File: src/rtl/fpu_pkg.sv
// Shared FPU package: widths, limits and the normalize/round stage state type.
package fpu_pkg;

  localparam int unsigned EXP_W  = 8;
  localparam int unsigned MANT_W = 24;
  localparam int unsigned WORK_W = 27;
  localparam int unsigned LZ_W   = 5;

  localparam logic [EXP_W-1:0]  EXP_MAX = 8'hFF;
  localparam logic [MANT_W-1:0] HIDDEN  = 24'h800000;

  typedef enum logic [1:0] {
    IDLE,
    NORM,
    ROUND,
    DONE
  } fpu_nr_state_t;

endpackage

File: src/rtl/fpu_lzc24.sv
// Combinational 24-bit leading-zero counter; returns 24 for an all-zero input.
module fpu_lzc24
  import fpu_pkg::*;
(
  input  logic [MANT_W-1:0] data_i,
  output logic [LZ_W-1:0]   count_o
);

  // Scan upward so the highest set bit writes the count last.
  always_comb begin
    count_o = LZ_W'(MANT_W);
    for (int i = 0; i < int'(MANT_W); i++) begin
      if (data_i[i]) count_o = LZ_W'(int'(MANT_W) - 1 - i);
    end
  end

endmodule

File: src/rtl/fpu_norm_round.sv
// Post-add normalize-and-round stage producing a packed binary32 result and flags.
// Build option: define FPU_ROUND_NEAREST_EN for round-to-nearest-even, else truncation.
module fpu_norm_round
  import fpu_pkg::*;
(
  input  logic              clk,
  input  logic              rst,
  input  logic              in_valid,
  output logic              in_ready,
  input  logic              in_sign,
  input  logic [EXP_W-1:0]  in_exp,
  input  logic              in_carry,
  input  logic [MANT_W-1:0] in_mant,
  input  logic [2:0]        in_grs,
  output logic              out_valid,
  input  logic              out_ready,
  output logic [31:0]       result,
  output logic              flag_ovf,
  output logic              flag_unf,
  output logic              flag_inexact
);

  fpu_nr_state_t     state_q;
  logic [WORK_W-1:0] w_q;
  logic [EXP_W:0]    e_q;
  logic              s_q;
  logic              c_q;
  logic [31:0]       result_q;
  logic              ovf_q;
  logic              unf_q;
  logic              inx_q;
  logic              out_valid_q;

  logic [LZ_W-1:0]   lz;
  logic [WORK_W-1:0] w_car_d;
  logic [WORK_W-1:0] w_shl_d;
  logic [EXP_W:0]    e_inc_d;
  logic              inc;
  logic [MANT_W-1:0] frac_sum;
  logic              mant_ovf;
  logic [EXP_W:0]    e_rnd_d;

  fpu_lzc24 u_lzc (
    .data_i  (w_q[WORK_W-1:3]),
    .count_o (lz)
  );

  // Carry renormalize: shift right one, keep the lost bit in sticky.
  assign w_car_d = (w_q >> 1) | {HIDDEN, 3'b000} | WORK_W'(w_q[0]);
  assign w_shl_d = w_q << lz;
  assign e_inc_d = e_q + (EXP_W+1)'(1);

`ifdef FPU_ROUND_NEAREST_EN
  assign inc = w_q[2] & (w_q[1] | w_q[0] | w_q[3]);
`else
  assign inc = 1'b0;
`endif

  // Hidden bit is always set in ROUND, so a carry out of the fraction is a mantissa overflow.
  assign frac_sum = {1'b0, w_q[WORK_W-2:3]} + MANT_W'(inc);
  assign mant_ovf = frac_sum[MANT_W-1] & w_q[WORK_W-1];
  assign e_rnd_d  = mant_ovf ? e_inc_d : e_q;

  assign in_ready = (state_q == IDLE) & ~rst;

  always_ff @(posedge clk) begin
    if (rst) begin
      state_q     <= IDLE;
      w_q         <= '0;
      e_q         <= '0;
      s_q         <= 1'b0;
      c_q         <= 1'b0;
      result_q    <= '0;
      ovf_q       <= 1'b0;
      unf_q       <= 1'b0;
      inx_q       <= 1'b0;
      out_valid_q <= 1'b0;
    end else begin
      case (state_q)
        IDLE: begin
          if (in_valid) begin
            w_q     <= {in_mant, in_grs};
            e_q     <= {1'b0, in_exp};
            s_q     <= in_sign;
            c_q     <= in_carry;
            state_q <= NORM;
          end
        end
        NORM: begin
          if (e_q[EXP_W-1:0] == EXP_MAX) begin
            result_q    <= {s_q, EXP_MAX, w_q[WORK_W-2:3]};
            {ovf_q, unf_q, inx_q} <= 3'b000;
            out_valid_q <= 1'b1;
            state_q     <= DONE;
          end else if (c_q) begin
            if (e_inc_d == (EXP_W+1)'(EXP_MAX)) begin
              result_q    <= {s_q, EXP_MAX, 23'd0};
              {ovf_q, unf_q, inx_q} <= 3'b101;
              out_valid_q <= 1'b1;
              state_q     <= DONE;
            end else begin
              w_q     <= w_car_d;
              e_q     <= e_inc_d;
              state_q <= ROUND;
            end
          end else if (w_q == '0) begin
            result_q    <= 32'h0000_0000;
            {ovf_q, unf_q, inx_q} <= 3'b000;
            out_valid_q <= 1'b1;
            state_q     <= DONE;
          end else if ((EXP_W+1)'(lz) >= e_q) begin
            result_q    <= {s_q, 31'd0};
            {ovf_q, unf_q, inx_q} <= 3'b011;
            out_valid_q <= 1'b1;
            state_q     <= DONE;
          end else begin
            w_q     <= w_shl_d;
            e_q     <= e_q - (EXP_W+1)'(lz);
            state_q <= ROUND;
          end
        end
        ROUND: begin
          if (e_rnd_d >= (EXP_W+1)'(EXP_MAX)) begin
            result_q <= {s_q, EXP_MAX, 23'd0};
            ovf_q    <= 1'b1;
          end else begin
            result_q <= {s_q, e_rnd_d[EXP_W-1:0], frac_sum[MANT_W-2:0]};
            ovf_q    <= 1'b0;
          end
          unf_q       <= 1'b0;
          inx_q       <= |w_q[2:0];
          out_valid_q <= 1'b1;
          state_q     <= DONE;
        end
        DONE: begin
          if (out_ready) begin
            out_valid_q <= 1'b0;
            state_q     <= IDLE;
          end
        end
        default: state_q <= IDLE;
      endcase
    end
  end

  assign out_valid    = out_valid_q;
  assign result       = result_q;
  assign flag_ovf     = ovf_q;
  assign flag_unf     = unf_q;
  assign flag_inexact = inx_q;

endmodule

File: config.mk
export PLATFORM = sky130hd
export DESIGN_NAME = fpu_norm_round
export DESIGN_NICKNAME = d
export VERILOG_FILES = /design/src/rtl/fpu_pkg.sv /design/src/rtl/fpu_lzc24.sv /design/src/rtl/fpu_norm_round.sv
export SDC_FILE = /design/constraint.sdc
export NUM_CORES = 1
export LEC_CHECK = 0
export ABC_AREA = 1
export CAP_MARGIN = 30
export CORE_MARGIN = 2
export CORE_UTILIZATION = 44
export DETAILED_ROUTE_END_ITERATION = 12
export PLACE_DENSITY = 0.66
export SLEW_MARGIN = 10
export SYNTH_ARGS = -nofsm -noshare
export SYNTH_HDL_FRONTEND = slang
export SYNTH_HIERARCHICAL = 1
export SYNTH_SLANG_ARGS = --single-unit
File: constraint.sdc
create_clock -name clk -period 4.5 [get_ports clk]
set_clock_uncertainty 0.2 [all_clocks]
set_input_delay 1.125 -clock clk [delete_from_list [all_inputs] [get_ports clk]]
set_output_delay 1.125 -clock clk [all_outputs]
set_load 0.02 [all_outputs]
==> flow_summary.toml, run 1 <==
[timing]
slew_headroom = 0.533
setup_viol = 0
max_freq_mhz = 262
rsz0062_at_grt = "false"
tightest_slew_ns = 0.697
fin_crit_ns = 3.82
fin_crit_sh = 0.849
setup_tns_ns = 0
hold_viol = 0
holdWs_ns = 0.272
slew_viol_final = 0

[floorplanning]
die_x_um = 121
ios = 78
coreArea_mm2 = 0.0132
initial_core_util = 0.451
die_h_um = 121
num_rows = 42
die_area_mm2 = 0.0145

[clock_tree]
cts_tree = "yes"
clock_latency_ns = 0.36
postCtsHoldBufs = 0
cts.repair.resized = 0
postCtsSetupBuffers = 0
numCtsBuffers = 9
cts.sinks = 76
clockRootBuffer = "clkbuf_16"
htreeDepth = 3
clk_pin_slew_ns = 0.07
clk_path_buf_depth = 2

[yosys]
ys_ff_latch = 76
syn_nets = 1083
synth_area_leaders = "dfxtp_1 25%, nand2_1 17%, nand3_1 14%"
seq_area_frac_synth = 0.254
syn-mean-instance-area_um2 = 5.81
yosys.area.top_type = "dfxtp_1"
syn-instance-count = 1029
synth_cell_types = 41
yosysWarnings = 6
synth_top_area_frac = 0.254
syn_area_mm2 = 0.00598

[run]
cap_violations = 0

[global_route]
antenna_found_initial = 0
grt_usage = 0.294
grt_max_degree = 61
grt_first_pass_wirelength_mm = 33.5
grt_pass1_vias = 6486
gr-total-overflow = 0

[placement]
dp_cells = 1251
io_buffers = 77
dpl.hpwl_mm = 15.1
gp_congestion = 0.988

[final_layout]
diodes = 0
drive_above_1_share = 0.0816
syn_to_final_growth_pct = 21.1
final_cells = 1267
fin_util = 0.547
nets = 1140

[setup_path]
cp_max_fo = 25
r2r_slack_ns = 0.68
critPathKind = "reg2reg"
crit_required_ns = 4.54
r2r_cells = 34
crit_path_max_incr_delay_ns = 0.61
crit_path_top_delay_cell = "dfxtp_1"
worstReg2RegStart = "w_q[5]"
critical_path.endpoint_type = "register"
arrival_ns = 3.86
start_kind = "register"
r2r_end = "w_q[13]"
cpMostUsedCell = "nand2_1"

[run_status]
status = "finished clean"

[route]
via_per_inst = 5.52
dr.pass1.iters = 6
first_iter_violations = 755
wl_per_cell_um = 16.7
drc_errors = 0
vias = 7000
totalWireLength_mm = 21.2
drtAntennaViolNets = 0

[worst_hold_path]
min_from = "s_q"
hp-class = "reg2reg"
holdPathStages = 2
whs_endpoint = "s_q"
==> cell usage after synthesis <==
cell type  instances
nor3b_1            1
buf_8              3
and2_1             1
buf_6              1
buf_2              9
nor4_1             2
o21bai_1          13
nor3_1             6
nand2_1          263
nand2_2            3
nand4_1            9
clkbuf_1          37
a22oi_1            3
dfxtp_1           76
o31ai_1            2
a221o_1            1
inv_1             70
nor2_2            23
a311oi_1           1
ha_1              12
o221ai_1           4
and3_1             1
or2_2              7
a21oi_1           45
inv_2              6
clkinv_1           3
a21boi_0           1
a31oi_1            3
a221oi_1           1
buf_1              4
buf_4              5
nor2_4             1
o21ai_0           57
o211ai_1          19
fa_1               1
nand3_1          162
nor2_1           165
a21oi_2            1
nand3_2            3
o21ai_1            2
xor2_1             2
==> routing by layer <==
layer,track usage,wire length [um]
met2,0.464,9350
met5,0,0
met1,0.379,9000
met4,0.161,1050
met3,0.0514,1760
==> cell families after synthesis <==
| family | count (synthesis) | synth area share |
|---|---|---|
| AO/OA/AOI/OAI | 153 | 0.150 |
| AND/OR/NAND/NOR | 647 | 0.466 |
| XOR/XNOR | 2 | 0.00293 |
| buffers and inverters | 138 | 0.0986 |
| adder cells (fa/ha/maj) | 13 | 0.0285 |
| flip-flops | 76 | 0.254 |
==> worst max-delay path by stage <==
stage	startpoint	to
6_report	w_q[5]	w_q[13]
5_1_grt	w_q[5]	flag_inexact
4_1_cts	w_q[5]	flag_inexact
3_5_place_dp	w_q[4]	w_q[9]
3_3_place_gp	w_q[4]	w_q[9]
2_1_floorplan	w_q[4]	result[6]
==> sequential cells by signal (all words and copies together) (netlist names), 2 cells and up <==
name     flops
result      32
w_q         27
e_q          9
state_q      2
==> cells in the final DEF, fill, tap and decap left out, types with 3 or more instances in the layout <==
cell type,instances
nand2_1,263
nor2_1,165
nand3_1,162
clkdlybuf4s50_1,77
dfxtp_1,76
inv_1,70
o21ai_0,57
a21oi_1,45
buf_4,27
nor2_2,23
o211ai_1,19
o21bai_1,13
ha_1,12
nand4_1,9
clkbuf_16,9
or2_2,7
inv_2,6
nor3_1,5
o221ai_1,4
nand2_2,3
clkinv_1,3
nand3_2,3
a22oi_1,3
a31oi_1,3
==> worst max-delay path, delay by kind of cell, from the launching register on <==
family / cells / cell delay, ns
AOI/OAI and AO/OA: 3 / 0.68
buffers and inverters: 3 / 0.52
DFF: 1 / 0.61
and+or+nand+nor: 28 / 1.71
==> layout make-up <==
cell class	instances	area [um^2]
multi-input cells	815	3870
flip-flops and latches	76	1520
inverters	79	297
well taps	176	220
clock inverters	6	96.3
repair buffers	105	993
clock buffers	10	239
fillers	1369	6000
==> stage by stage <==
stage	cell area (um^2)	setup slack (ns)
global placement	6900	0.757
CTS	7240	0.789
detailed placement	6900	0.817
floorplan	5980	1.03
global route	7240	0.264
finish	7240	0.679
Power of run 1 is left out: the tool's default activity adds up to more than one toggle a clock period on the data nets, which glitch-free logic cannot reach.
==> run 2: changes to the inputs <==
--- a/config.mk
+++ b/config.mk
@@ -10,7 +10,7 @@
 export CORE_MARGIN = 2
 export CORE_UTILIZATION = 44
 export DETAILED_ROUTE_END_ITERATION = 12
-export PLACE_DENSITY = 0.66
+export PLACE_DENSITY = 0.68
 export SLEW_MARGIN = 10
 export SYNTH_ARGS = -nofsm -noshare
 export SYNTH_HDL_FRONTEND = slang
==> constraint.sdc (replaced) <==
create_clock -name clk -period 3.3 [get_ports clk]
set_clock_uncertainty 0.2 [all_clocks]
set_input_delay 0.825 -clock clk [delete_from_list [all_inputs] [get_ports clk]]
set_output_delay 0.825 -clock clk [all_outputs]
set_load 0.02 [all_outputs]
==> run 2 against run 1 <==
  * Die area did not move
  * Register-to-register slack got worse by 0.82 ns
  * Highest routed layer unchanged
  * Final cell count rose by 6.0%
  * Sequential cell count did not move
  * Critical path type unchanged
  * Largest cell class unchanged
  * The flow now finishes with violations (negative setup slack)
  * Cell area rose by 15%
==> flow_summary.toml, run 2 (synthesis results as in run 1) <==
[run_status]
status = "finished, violations left"
violations = "negative setup slack"

[final_layout]
syn_to_final_growth_pct = 39.5
layout_commonest_cell = "nand2_1"
largest_register_ffs = 32
diodes = 0
drive_above_1_share = 0.203
nets = 1216
layout_common_cells = "245 x nand2_1, 152 x nor2_1, 141 x nand3_1, 79 x buf_4, 77 x clkdlybuf4s50_1"

[setup_path]
cp_max_fo = 8
critPathKind = "reg2reg"
crit_path_top_delay_cell = "dfxtp_1"
cpLargestDelayFamily = "simple AND/OR/NAND/NOR gates"
worstPathCellList = "buf_4 -> nor4_4 -> a21oi_1 -> or2_2 -> a21boi_2 -> inv_1 -> ha_4 -> a21oi_2 -> o21ai_4 -> nand2_2 -> nand2_2 -> nand2_2 -> nand2_2 -> nand3_2 -> inv_2 -> nor2_4 -> clkbuf_16 -> o21bai_1 -> nor2_1"
cpMostUsedCell = "nand2_2"
r2r_cells = 19
arrival_ns = 3.53
start_kind = "register"
path_buf_inv = 4
crit_required_ns = 3.39
crit_path_max_incr_delay_ns = 0.34
cp.depth = 19
critical_path.endpoint_type = "register"

[timing]
setup_viol = 63
fin_ws_ns = -0.142
fin_crit_sh = 1.04
slew_viol_final = 0
rsz0062_at_grt = "true"
fin_crit_ns = 3.44
tightest_slew_ns = 0.715
max_freq_mhz = 291
setup_tns_ns = -4.27
hold_viol = 0
slew_headroom = 0.522

[route]
drtAntennaViolNets = 0
totalWireLength_mm = 23.5
vias = 7642
dr.pass1.iters = 7
via_per_inst = 5.69
first_iter_violations = 929
drc_errors = 0
wl_per_cell_um = 17.5

[placement]
dpl.hpwl_mm = 16.0
gp_congestion = 1.03
io_buffers = 77

[global_route]
grt_usage = 0.303
antenna_found_initial = 0
gr-total-overflow = 0
grt_pass1_vias = 6743
grt_first_pass_wirelength_mm = 34.7
grt_max_degree = 43

[floorplanning]
die_h_um = 121
die_x_um = 121
initial_core_util = 0.451
num_rows = 42
die_area_mm2 = 0.0145
coreArea_mm2 = 0.0132
ios = 78

[clock_tree]
clockRootBuffer = "clkbuf_16"
cts.sinks = 76
clock_latency_ns = 0.35
clk_pin_slew_ns = 0.07
clk_path_buf_depth = 2
numCtsBuffers = 9
htreeDepth = 3
cts_tree = "yes"

[worst_hold_path]
holdPathStages = 2
hp-class = "reg2reg"

[run]
cap_violations = 0
-- run 2: path summary, 6_finish.rpt --
check | start | to | slack [ns]
worst min register to register | s_q | s_q | 0.27
worst min-delay path | s_q | s_q | 0.27
worst max-delay path | w_q[9] | result[13] | -0.14
worst max register to register | w_q[9] | result[13] | -0.14
-- run 2: metal layers --
metal / share of wire / wire length [um] / GRT usage / up-vias
met5: 0 / 0 / 0 / -
met4: 0.047 / 1110 / 0.150 / 0
met3: 0.097 / 2280 / 0.0665 / 93
met2: 0.45 / 10500 / 0.474 / 469
met1: 0.41 / 9550 / 0.393 / 3429
li1: - / - / - / 3651
-- run 2: worst min-delay path: cells and delay by family (launching register included) --
kind	cells	cell delay, ns
flops	1	0.31
simple gates	1	0.06
compound gates	1	0.05
-- run 2: area by class of cell --
class,count,area (um^2)
inverters,79,312
fillers,1312,4900
clock buffers,12,246
well taps,176,220
multi-input cells,815,4160
flip-flops and latches,76,1530
clock inverters,4,32.5
repair buffers,181,1840
-- run 2: through the flow --
stage	cell area, um^2	hold slack [ns]	std cells	util	setup slack (ns)
finish	8340	0.273	1343	0.630	-0.142
global route	8340	0.293	1343	0.630	-0.371
CTS	7740	0.276	1323	0.584	0.0126
detailed placement	7400	0.268	1306	0.559	-0.0344
global placement	7400	0.263	1306	0.559	-0.00630
floorplan	6010	0.240	1029	-	0.00569
-- run 2: repair_timing --
| item | CTS | global route |
|---|---|---|
| pin swaps | 1 | 33 |
| hold buffers | 0 | 0 |
| endpoints found under the setup margin | 48 | 72 |
| resized for setup | 10 | 97 |
| cloned | 1 | 12 |
| buffers inserted | 0 | 9 |
Power of run 2 is left out for the same reason.
==> run 3: changes to the inputs <==
--- a/config.mk
+++ b/config.mk
@@ -9,6 +9,7 @@
 export CAP_MARGIN = 30
 export CORE_MARGIN = 2
 export CORE_UTILIZATION = 44
+export CTS_BUF_LIST = sky130_fd_sc_hd__clkbuf_2
 export DETAILED_ROUTE_END_ITERATION = 12
 export PLACE_DENSITY = 0.68
 export SLEW_MARGIN = 10
==> run 3 against run 2 <==
  * The flow still finishes with violations (negative setup slack)
  * Clock-buffer cell count decreased by 1
  * Via count decreased by 0.73%
  * Worst hold slack improved by 0.025 ns
  * Core utilization decreased by 1.9 points
  * Critical path type unchanged
  * Critical path depth increased by 18
  * Sequential share of layout area increased by 0.59 points
  * Fmax increased by 2.1%
  * Sequential cell count unchanged
  * Global-route usage decreased by 0.097 points
  * Register-to-register slack improved by 0.07 ns
  * Critical endpoint is now result[2]
==> flow_summary.toml, run 3 (synthesis results as in run 1) <==
[timing]
max_freq_mhz = 297
setup_viol = 24
tightest_slew_ns = 0.744
fin_ws_ns = -0.0710
slew_headroom = 0.502
fin_crit_sh = 1.02
setup_tns_ns = -1.12
fin_crit_ns = 3.37
hold_viol = 0
holdWs_ns = 0.298
rsz0062_at_grt = "true"
slew_viol_final = 0

[clock_tree]
htreeDepth = 3
clockRootBuffer = "clkbuf_2"
clk_path_buf_depth = 2
clk_pin_slew_ns = 0.26
clock_latency_ns = 0.60
numCtsBuffers = 9
cts_tree = "yes"
cts.sinks = 76
postCtsHoldBufs = 0

[route]
vias = 7586
maxUsedRoutingLayer = "met4"
drtAntennaViolNets = 0
dr.pass1.iters = 6
met2_length_mm = 10.2
via_per_inst = 5.68
drc_errors = 0
first_iter_violations = 824
wl_per_cell_um = 17.1
wl_met1_mm = 9.47
met3WireLength_mm = 2.08
totalWireLength_mm = 22.8

[setup_path]
arrival_ns = 3.68
cpMostUsedCell = "nand2_1"
crit_path_top_delay_cell = "dfxtp_2"
critPathKind = "reg2reg"
crit_path_max_incr_delay_ns = 0.41
crit_required_ns = 3.61
critical_path.endpoint_type = "register"
cp_max_fo = 8
start_kind = "register"

[worst_hold_path]
hp-class = "reg2reg"

[final_layout]
diodes = 0
syn_to_final_growth_pct = 35.2
nFillCells = 1342
layout_commonest_cell = "nand2_1"
layout_common_cells = "243 x nand2_1, 159 x nor2_1, 131 x nand3_1, 77 x buf_4, 76 x clkdlybuf4s50_1"
multi_input_area_mm2 = 0.00421
fin_area_mm2 = 0.00809
final_cells = 1336
seq_area_mm2 = 0.00153
nets = 1209
drive_above_1_share = 0.206
largest_register_ffs = 32

[placement]
post_dp_cell_area_mm2 = 0.00740
io_buffers = 77
gp_congestion = 1.03
dp_cells = 1306
dpl.hpwl_mm = 16.0

[run_status]
status = "finished, violations left"
violations = "negative setup slack"

[global_route]
antenna_found_initial = 0
grt_pass1_vias = 6744
gr-total-overflow = 0
grt_first_pass_wirelength_mm = 34.5
grt_usage = 0.302
grt_max_degree = 43

[floorplanning]
die_h_um = 121
num_rows = 42
ios = 78
die_x_um = 121
die_area_mm2 = 0.0145
initial_core_util = 0.451
coreArea_mm2 = 0.0132

[run]
cap_violations = 0
-- run 3: cell types whose count changed in the layout (fill, tap and decap cells not counted), sizes merged --
cell and change:
inv +1, clkbuf -5, dlymetal6s2s +1, buf -3
clkdlybuf4s50 -1
-- run 3: layer usage --
| layer | up-vias | track usage |
|---|---|---|
| met4 | 0 | 0.155 |
| met1 | 3427 | 0.391 |
| met2 | 431 | 0.470 |
| met3 | 87 | 0.0679 |
| met5 | - | 0 |
| li1 | 3641 | - |
-- run 3: layout make-up --
cell class / count / share of cell area
sequential: 76 / 0.189
tap: 176 / 0.0272
clock buffer: 11 / 0.00681
clock inverter: 5 / 0.00449
inverter: 79 / 0.0382
multi-input combinational: 815 / 0.521
timing repair buffer: 174 / 0.213
-- run 3: path summary, 6_finish.rpt --
path,endpoint,start,slack (ns),cells after the start
worst max-delay path,result[2],w_q[3],-0.07,37
worst min-delay path,s_q,s_q,0.30,2
worst max register to register,result[2],w_q[3],-0.07,37
worst min register to register,s_q,s_q,0.30,2
-- run 3: critical path: cells and delay by family (launching register included) --
family / cells / cell delay [ns]
simple gates: 30 / 1.77
buf+inv: 4 / 0.48
flops: 1 / 0.41
compound gates: 2 / 0.26
fa+ha+maj: 1 / 0.15
-- run 3: repair_timing --
| item | in CTS | in global routing |
|---|---|---|
| buffers inserted | 3 | 4 |
| endpoints found under the hold margin | 0 | 0 |
| pin swaps | 2 | 39 |
| gates cloned | 2 | 6 |
| endpoints found under the setup margin | 65 | 73 |
| gates resized for setup | 14 | 106 |
-- run 3: through the flow --
step | util | worst slack (ns)
after floorplan | - | 0.00569
after global placement | 0.559 | -0.00630
after detailed placement | 0.559 | -0.0344
after CTS | 0.575 | 0.00296
after global routing | 0.611 | -0.356
final | 0.611 | -0.0710
Power of run 3 is left out for the same reason.
==> RTL edit (flow settings as in run 2) <==
Encoding of `fpu_nr_state_t`: now one-hot (4 bits for 4 states).
--- a/src/rtl/fpu_pkg.sv
+++ b/src/rtl/fpu_pkg.sv
@@ -11,7 +11,7 @@
 
-  typedef enum logic [1:0] {
-    IDLE,
-    NORM,
-    ROUND,
-    DONE
+  typedef enum logic [3:0] {
+    IDLE  = 4'b0001,
+    NORM  = 4'b0010,
+    ROUND = 4'b0100,
+    DONE  = 4'b1000
   } fpu_nr_state_t;
Function: same outputs for any inputs over 4 cycles, from zero or initial values and one cycle with rst high; so few cycles prove little.
==> RTL edit against run 2 <==
The run still ends with negative setup slack left. Cell area is 2.2% higher. Worst hold slack worse by 0.0096 ns. Via count hardly changed. Sequential cell count is 2 higher. Synthesized area is 0.42% higher. Wire length is 2.0% lower. Setup slack worse by 0.11 ns. Fmax is 3.1% lower. First-iteration DRC count is 19% lower. Critical path depth is 17 higher.
==> RTL edit: results (changes against run 2) <==
[critical_path]
crit_path_top_delay_cell=dfxtp_4
rr_worst_depth=36  ; +17
r2r_start=w_q[4]

[layout]
drive_gt1_share_pct=21.1  ; +0.80 points
fin_cells=1370  ; +2.0%
finalNetCount=1240  ; +2.0%

[place]
place_area_mm2=0.00742  ; +0.30%
dp_slack_ns=-0.119  ; -0.0842 ns
hpwlAfterDp_um=16100  ; +0.54%
routabilityCongestion=0.968  ; -5.8%
place_inst=1333  ; +2.1%

[drt]
routedWlPerCell_um=16.8  ; -4.0%
num_vias=7647  ; +0.065%
drt_iter0_markers=753  ; -19%
drtPass1Iterations=5  ; -2

[sta]
whs_ns=0.263  ; -0.00965 ns
final.setup.tns_ns=-13.24  ; -8.97 ns
setup_ws_ns=-0.252  ; -0.110 ns
slew_headroom_pct=61.1  ; +8.9 points
finalSetupViolations=73  ; +16%

[min_path]
whs_endpoint=out_valid
hold_start=out_valid

[status]
status=finished, violations left
violations=negative setup slack

[grt]
grt_max_degree=38  ; -12%
grt_pass1_vias=6712  ; -0.46%
grt_pass1_wl_um=35500  ; +2.6%
grtUsageTotal_pct=31.3  ; +0.99 points

[logic_synthesis]
synthesis.nets=1105  ; +2.0%
synth_common_cells=nand2_1, nand3_1, nor2_1, inv_1, dfxtp_1

-- RTL edit: logic make-up (layout without fill, tap and decap cells) --
logic type / Yosys count / in the layout / share of synthesized area (%)
AND/OR/NAND/NOR: 646 / 646 / 45.7
buffers and inverters: 159 / 298 / 11.5
adder cells (fa/ha/maj): 9 / 9 / 2.00
AO/OA/AOI/OAI: 162 / 162 / 14.6
flip-flops: 78 / 78 / 26.0
XOR/XNOR: 1 / 1 / 0.146
-- RTL edit: cell type report --
| class | instances | area, um^2 |
|---|---|---|
| clock buffers | 9 | 225 |
| repair buffers | 187 | 1870 |
| flip-flops and latches | 78 | 1570 |
| clock inverters | 6 | 62.6 |
| well taps | 176 | 220 |
| fillers | 1242 | 4770 |
| multi-input cells | 818 | 4220 |
| inverters | 96 | 362 |
-- RTL edit: worst register-to-register path, delay by kind of cell (launching register included) --
| family | cells | cell delay, ns |
|---|---|---|
| adders and majority gates | 1 | 0.17 |
| DFF | 1 | 0.36 |
| AOI/OAI and AO/OA | 2 | 0.40 |
| and+or+nand+nor | 29 | 2.01 |
| buffers and inverters | 4 | 0.34 |
-- RTL edit: power breakdown --
part / total, uW / internal (uW) / switching (uW)
sequential: 1110 / 1030 / 73.0
clock: 1000 / 581 / 419
combinational: 3120 / 1240 / 1880
total: 5230 / 2860 / 2370
-- RTL edit: timing repair --
item | 4_1_cts | 5_1_grt
pin swaps | 4 | 33
cloned | 3 | 5
endpoints found under the setup margin | 65 | 74
gates resized for setup | 44 | 110
buffers inserted | 8 | 6
-- RTL edit: per-layer routing --
layer | global-route usage [%] | routed length [um]
met5 | 0 | 0
met4 | 9.16 | 508
met3 | 8.82 | 2360
met2 | 47.1 | 10200
met1 | 43.5 | 9920
